`src/rtl/demux_pkg.sv`:
```
// Shared types and helpers for the registered 1-to-N stream demultiplexer.
// Optional per-channel drain counters are enabled with the DEMUX_CNT_EN macro.
package demux_pkg;

  typedef enum logic {
    EMPTY = 1'b0,
    FULL  = 1'b1
  } chan_state_e;

  // Select width for n channels; never below one bit.
  function automatic int unsigned sel_w(input int unsigned n);
    return (n < 2) ? 1 : $clog2(n);
  endfunction

endpackage

```
`src/rtl/demux_chan_reg.sv`:
```
// One-entry valid/ready channel register: loads a word, holds it until drained.
// A drain and a load in the same cycle keep the register full (1 word/clk).
module demux_chan_reg
  import demux_pkg::*;
#(
  parameter int unsigned W = 8
) (
  input  logic         clk,
  input  logic         rst,
  input  logic         load,
  input  logic [W-1:0] load_data,
  input  logic         ready,
  output logic         valid,
  output logic [W-1:0] data
);

  chan_state_e state;
  chan_state_e state_nxt;
  logic        drain;

  assign drain = (state == FULL) & ready;

  always_ff @(posedge clk or posedge rst) begin
    if (rst) begin
      state <= EMPTY;
    end else begin
      state <= state_nxt;
    end
  end

  always_comb begin
    state_nxt = state;
    case (state)
      EMPTY:   if (load) state_nxt = FULL;
      FULL:    if (drain && !load) state_nxt = EMPTY;
      default: state_nxt = EMPTY;
    endcase
  end

  always_comb begin
    valid = (state == FULL);
  end

  // Data holds its last value after a drain; only a load overwrites it.
  always_ff @(posedge clk or posedge rst) begin
    if (rst) begin
      data <= '0;
    end else if (load) begin
      data <= load_data;
    end
  end

endmodule

```
`src/rtl/stream_demux_1xn.sv`:
```
// Registered 1-to-N valid/ready stream demultiplexer with per-channel back-pressure.
// Define DEMUX_CNT_EN to add per-channel drain counters on out_cnt.
module stream_demux_1xn
  import demux_pkg::*;
#(
  parameter int unsigned N = 4,
  parameter int unsigned W = 8,
`ifdef DEMUX_CNT_EN
  parameter int unsigned CNT_W = 16,
`endif
  localparam int unsigned SEL_W = sel_w(N)
) (
  input  logic             clk,
  input  logic             rst,
  input  logic             in_valid,
  output logic             in_ready,
  input  logic [SEL_W-1:0] in_sel,
  input  logic [W-1:0]     in_data,
  output logic [N-1:0]     out_valid,
  input  logic [N-1:0]     out_ready,
  output logic [N*W-1:0]   out_data,
  output logic             err_sel
`ifdef DEMUX_CNT_EN
  ,
  output logic [N*CNT_W-1:0] out_cnt
`endif
);

  logic         sel_hit;
  logic         sel_valid;
  logic         sel_ready;
  logic         accept;
  logic [N-1:0] load;

  // Decode in_sel against real channels; an out-of-range select never stalls.
  always_comb begin
    sel_hit   = 1'b0;
    sel_valid = 1'b0;
    sel_ready = 1'b0;
    for (int k = 0; k < int'(N); k++) begin
      if (in_sel == SEL_W'(k)) begin
        sel_hit   = 1'b1;
        sel_valid = out_valid[k];
        sel_ready = out_ready[k];
      end
    end
    in_ready = !rst && (!sel_hit || !sel_valid || sel_ready);
    accept   = in_valid && in_ready;
    load     = '0;
    for (int k = 0; k < int'(N); k++) begin
      load[k] = accept && (in_sel == SEL_W'(k));
    end
  end

  for (genvar k = 0; k < int'(N); k++) begin : g_chan
    demux_chan_reg #(
      .W (W)
    ) u_chan (
      .clk       (clk),
      .rst       (rst),
      .load      (load[k]),
      .load_data (in_data),
      .ready     (out_ready[k]),
      .valid     (out_valid[k]),
      .data      (out_data[k*W +: W])
    );
  end

  // Accepted-and-dropped word flags a one-cycle error pulse.
  always_ff @(posedge clk or posedge rst) begin
    if (rst) begin
      err_sel <= 1'b0;
    end else begin
      err_sel <= accept && !sel_hit;
    end
  end

`ifdef DEMUX_CNT_EN
  for (genvar k = 0; k < int'(N); k++) begin : g_cnt
    logic [CNT_W-1:0] cnt;

    always_ff @(posedge clk or posedge rst) begin
      if (rst) begin
        cnt <= '0;
      end else if (out_valid[k] && out_ready[k]) begin
        cnt <= cnt + CNT_W'(1);
      end
    end

    assign out_cnt[k*CNT_W +: CNT_W] = cnt;
  end
`endif

endmodule
```
`config.mk`:
```
export PLATFORM = sky130hd
export DESIGN_NAME = stream_demux_1xn
export DESIGN_NICKNAME = d
export VERILOG_FILES = /design/src/rtl/demux_pkg.sv /design/src/rtl/demux_chan_reg.sv /design/src/rtl/stream_demux_1xn.sv
export SDC_FILE = /design/constraint.sdc
export NUM_CORES = 1
export LEC_CHECK = 0
export BUFFER_PORTS_ARGS = -buffer_cell sky130_fd_sc_hd__buf_2
export CAP_MARGIN = 30
export CORE_UTILIZATION = 45
export CTS_BUF_LIST = sky130_fd_sc_hd__clkbuf_4
export CTS_CLUSTER_SIZE = 20
export DETAILED_ROUTE_END_ITERATION = 12
export MAX_ROUTING_LAYER = met4
export PLACE_DENSITY_LB_ADDON = 0.3
export REMOVE_ABC_BUFFERS = 1
export SETUP_SLACK_MARGIN = 0.1
export SLEW_MARGIN = 20
export SYNTH_ARGS = -nofsm -noshare
export SYNTH_HDL_FRONTEND = slang
export SYNTH_SLANG_ARGS = --single-unit
```
`constraint.sdc`:
```
create_clock -name clk -period 1.4 [get_ports clk]
set_clock_uncertainty 0.05 [all_clocks]
set_input_delay 0 -clock clk [delete_from_list [all_inputs] [get_ports clk]]
set_output_delay 0 -clock clk [all_outputs]
set_load 0.02 [all_outputs]
```
Word level (Yosys, flattened, before mapping)
Cells that the tools add are included.

storage, ports and cells
  memories kept = 0
  latch bits = 0
  output and inout port bits = 38
  ROM bits = 0
  bits in writable memories = 0
  register bits = 37

operators by class
  multiply operators = 0
  bitwise operators = 8
  add/subtract/negate cells = 0
  equality and inequality tests = 3
  reduce and logical (&&, ||, !) cells = 21
  multiplexer cells = 24
  $lt $le $gt $ge = 0
  shifts and indexed selects = 0
  divide/modulo/power cells = 0

operators by type and width
  operator                                             count
  two-way mux 1 bit                                    20
  logical AND 1 bit                                    11
  case mux 1 bit (2 select lines)                      4
  logical NOT 1 bit                                    7
  AND 1 bit                                            4
  equality test 2 bit, second input constant           2
  inverter 1 bit                                       4
  equality test 2 x 1 -> 1 bit, second input constant  1
  logical NOT 2 bit                                    1
  logical OR 1 bit                                     2

Logic depth before layout (Yosys ltp)
  word-level depth = 15
  mapped depth = 4
  depth with buffers taken out = 3

Modules after synthesis
From an unflattened synthesis, not the netlist that was laid out.

unflattened totals
  cell total of the unflattened synthesis = 106
  area total of the unflattened synthesis = 1627.8 um2

by module, submodules not included
  module            cells each  seq. area each (um2)  area each (um2)  times used
  demux_chan_reg    21          225.2                 372.9            4
  stream_demux_1xn  22          25.0                  136.4            1

Worst setup path before layout
Ideal clock, no wire load.

  path kind = register to register
  start point = reg g_chan[1].u_chan.state
  end point = reg g_chan[1].u_chan.data[0]
  library setup time = 0.125 ns
  data arrival time = 1.165 ns
  data required time = 1.225 ns
  clock period less this slack = 1.340 ns
  stages on the path, launching flop included = 3
  path slack = 0.060 ns
  path through = dfrtp_1 -> a211oi_4 -> mux2_2

between the ends
  cells in the longest elaborated chain, start to end = 9

ends and longest elaborated chain
  what                             line                    text
  from (decl)                      demux_chan_reg.sv:17    chan_state_e state;
  from (signal assigned)           demux_chan_reg.sv:27    state <= state_nxt;
  two-way mux 1 bit (3 in series)  stream_demux_1xn.sv:41  if (in_sel == SEL_W'(k)) begin
  logical NOT 1 bit                stream_demux_1xn.sv:47  in_ready = !rst && (!sel_hit || !sel_valid || sel_ready);
  logical OR 1 bit (2 in series)   stream_demux_1xn.sv:47
  logical AND 1 bit                stream_demux_1xn.sv:47
  logical AND 1 bit                stream_demux_1xn.sv:48  accept = in_valid && in_ready;
  logical AND 1 bit                stream_demux_1xn.sv:51  load[k] = accept && (in_sel == SEL_W'(k));
  to (signal assigned)             demux_chan_reg.sv:49    data <= load_data;
  to (decl)                        demux_chan_reg.sv:14    output logic [W-1:0] data

No other way between the ends.
A chain may end at the register's enable or synchronous reset.

Final worst setup path
  start point = reg g_chan[0].u_chan.state
  end point = out in_ready

between the ends
  cells in the longest elaborated chain, start to end = 8

ends and longest elaborated chain
  what                             line                    text
  from (decl)                      demux_chan_reg.sv:17
  from (signal assigned)           demux_chan_reg.sv:27
  two-way mux 1 bit (4 in series)  stream_demux_1xn.sv:41
  logical NOT 1 bit                stream_demux_1xn.sv:47
  logical OR 1 bit (2 in series)   stream_demux_1xn.sv:47
  logical AND 1 bit                stream_demux_1xn.sv:47
  to (decl)                        stream_demux_1xn.sv:16  output logic in_ready,

No other way between the ends.

==> results.md <==
- The final period utilization is 104%.
- The CTS buffer count is 5.
- The area of the die is 0.00364 sq mm.
- After layout, the minimum clock period comes to between 1 and 1.5 ns.
- The number of top-level pins is 55.
- The power per standard cell area is roughly 1300 mW/mm^2.
- The clock reaches the later pin of the worst-skew pair after 0.34 ns.
- The worst hold-check path type is input pin to flip-flop.
- The worst hold path terminates at g_chan[3].u_chan.valid.
- The clock net sink count is 37.
- The global placement routability congestion is 0.759.
- The total number of vias is 1118.
- At the worst endpoint, the required time is 1.35 ns.
- The kind of start point of the critical path is a flip-flop.
- The final reports fail on negative hold slack, negative setup slack.
- The remaining antenna violation count after routing is 0.
- The highest clock rate is between 0.6 and 0.7 GHz.
- Measured on the finished design, the core utilization comes to a little over two thirds.
- TritonCTS built the clock tree.
- For this run, design rule violations remaining after detail routing come to 0.
- Entering global routing, the biggest net connects 14 pins.
- Setup repair after global routing could not meet its margin everywhere.
- Summed over all nets, the half-perimeter wirelength after detailed placement is 2290 microns.
- The first global-routing pass estimated around 5400 microns of wire.
- The worst hold slack is -0.0727 ns.
- The post-cts hold buffer count is 11.
- The net count of the finished layout is 195.
- The total routing usage reported by global routing is a little over a fifth.
- In the final layout, the share of cells above drive strength 1 is 65.4%.
- The worst IR drop on VDD is between 800 and 900 uV.
- The number of cell instances on the worst register-to-register path is 5.
- Summed over all cells, the static leakage comes to 0.00112 uW.
- The adder-cell share of the synthesized area is 0%.
- The total routed wirelength is ~3400 microns.
- Dividing the detail-routed wire length by the instance count gives about 15 microns.
- The placeable core region is ~0.0032 sq mm.
- The H-tree was split into 2 levels.
- Summed over all layers, the global routing overflow is 0.
- The cell count after synthesis is between 100 and 150.
- The post-synthesis instance area is ~0.0015 sq mm.
- The count of final hold-check violations is 1.
- The Yosys step of the flow raised 0 warnings.
- The total count of max-transition violations in the final report is 0.
- The reg-to-reg critical path endpoint is g_chan[2].u_chan.data[0].
- The multiplexer area fraction after synthesis is a little under a quarter.
- After clock tree synthesis, the clock-pin slew on the worst setup and hold paths is 0.11 ns.
- Of the total synthesized cell area, the portion taken by AND, OR, NAND and NOR gates is 8.08%.
- After synthesis, the cell types taking the most area are dfrtp_1, mux2_2, buf_4, buf_6, a211oi_4.
- The number of instances on the worst hold path is 3.
- The first detailed-routing pass ran for 4 iterations.
- The average size of a mapped cell is ~15 sq um.
- Summing the areas of all compound-gate instances in the mapped netlist gives about 3.3% of the synthesized area.
- Sequential cells were found to cover 60.4% of the synthesized design area.
- The startpoint-to-endpoint class of the critical path is flip-flop to output pin.
- After layout, the worst setup slack is -0.0583 ns.
- In the routed layout, each cell is associated on average with a via count of about 5.0.
- The floorplan step set the die height to just over 60 microns.
- The width of the die is slightly above 60 microns.
- The post-synthesis to final-layout area growth is 43.3%.
- The number of flip-flops and latches in the synthesized netlist is 37.
- The clock passes through at most 2 buffers.
- The number of DRC markers in iteration 0 is 30.
- After synthesis, the largest family of logic cells by area is multiplexers.
- The final number of setup-violating endpoints is 10.
- In this run the tool buffered the top-level ports with 54 buffer cells.
- The initial cell density of the core is between 40% and 50%.
- The initial antenna violation count is 0.
- The top-area cell type share of the netlist area is around three fifths.
- In this run, distinct cell masters in the synthesized netlist total 24.
- Summed over all instances, the cell type with the most area after synthesis is dfrtp_1.
- In this run the clock root is driven by a clkbuf_4.
- The number of standard-cell rows in the floorplan is 20.
- Data on the critical path arrives at its endpoint at between 1 and 1.5 ns.
- The number of global-route vias before repair was 1111.
- The slack of the worst reg-to-reg path is -0.05 ns.
- The flow ran to the end, but the final reports show violations.
- The start point of the worst min-delay path is out_ready[3].
- Counting the fill cells in the layout gives 261.
- The nature of the critical path endpoint is an output pin.
- After Yosys synthesis, XOR and XNOR cells account for 0% of the synthesized area.
- The tool flagged a number of max-cap violations equal to 0.
- Of all nets on the critical path, the largest fanout is 2.
- The number of antenna diodes in the final layout is 0.
- The worst register-to-register path begins at g_chan[2].u_chan.valid.
[registers in the layout (all words and copies together) (netlist names)]
| name | cells |
|---|---|
| g_chan.u_chan.valid | 4 |
| err_sel | 1 |
| g_chan.u_chan.data | 32 |
[routing by layer]
layer  GRT usage [%]  vias up  wire [microns]
li1                -      500               -
met1            27.3      573            1470
met2            34.7       40            1720
met3            4.48        5             155
met4            7.97        0              48
met5               -        -               0
[repair_timing]
| item | 4_1_cts | 5_1_grt |
|---|---|---|
| endpoints found under the hold margin | 46 | 1 |
| gates cloned | 1 | 0 |
| setup endpoints to repair | 25 | 34 |
| pin swaps | 2 | 1 |
| resized for setup | 23 | 6 |
| setup buffers | 7 | 0 |
[area by class of cell]
type                    count  area, sq um  share of cell area [%]
clock buffers               8         60.1                    2.73
inverters                   3         11.3                   0.513
multi-input cells          54          632                    28.8
flip-flops and latches     37          926                    42.1
well taps                  44         55.1                    2.51
repair buffers             77          513                    23.3
[synthesized netlist by cell type (all sizes together)]
cell type,n
conb,1
a21oi,1
or3b,1
inv,3
and4b,1
nand2,2
clkbuf,1
buf,6
a21o,2
nor2,2
nand4,1
a21bo,1
dfrtp,37
mux2,32
nand3b,2
nor4,1
a211oi,1
and2b,1
nand3,1
nor3b,1
nand2b,3
[cell families after synthesis]
| family | Yosys count |
|---|---|
| compound gates | 5 |
| buf+inv | 10 |
| flops | 37 |
| mux | 32 |
| other cells | 1 |
| simple gates | 16 |
[critical path, cell delays in order, from the launching register on]
cell	delay (ns)
dfrtp_1	0.35
or3b_4	0.37
a21oi_2	0.14
nor4_2	0.05
buf_4	0.16
[power breakdown]
group          switching [uW]  internal [uW]  leakage, uW
Sequential                118           1280     0.000450
Combinational             503            445     0.000636
Clock                     324            258    0.0000368
[metrics by stage]
| stage | TNS (ns) | instances | power [uW] | area [sq um] | setup slack [ns] |
|---|---|---|---|---|---|
| 6_report | -0.275 | 223 | 2930 | 2200 | -0.0583 |
| 5_1_grt | -1.20 | 223 | 3080 | 2200 | -0.111 |
| 4_1_cts | -0.238 | 224 | 2950 | 2190 | -0.0723 |
| 3_5_place_dp | 0 | 197 | 2250 | 1860 | 0.0211 |
| 3_3_place_gp | 0 | 197 | 2220 | 1860 | 0.0417 |
| 2_1_floorplan | -0.827 | 94 | 1920 | 1480 | -0.0636 |
[layout by cell type, fill, tap and decap left out, types with 2 or more instances in the layout]
master,count
mux2_2,15
buf_12,2
buf_4,7
buf_6,4
dlygate4sd3_1,11
mux2_4,17
clkbuf_4,8
nand2b_1,2
inv_1,3
dfrtp_1,37
nand2_1,2
buf_2,53
nor2_1,2
[worst max-delay path by stage]
stage                            from                       end  slack (ns)  cells past startpoint
6_report       g_chan[0].u_chan.valid                  in_ready       -0.06                      4
5_1_grt        g_chan[0].u_chan.valid                  in_ready       -0.11                      4
4_1_cts        g_chan[0].u_chan.valid                  in_ready       -0.07                      4
3_5_place_dp   g_chan[2].u_chan.valid  g_chan[2].u_chan.data[6]        0.02                      4
3_3_place_gp   g_chan[2].u_chan.valid  g_chan[2].u_chan.data[6]        0.04                      4
2_1_floorplan  g_chan[2].u_chan.valid  g_chan[2].u_chan.data[0]       -0.06                      3
Note: power is estimated with default switching activity, not from simulation.
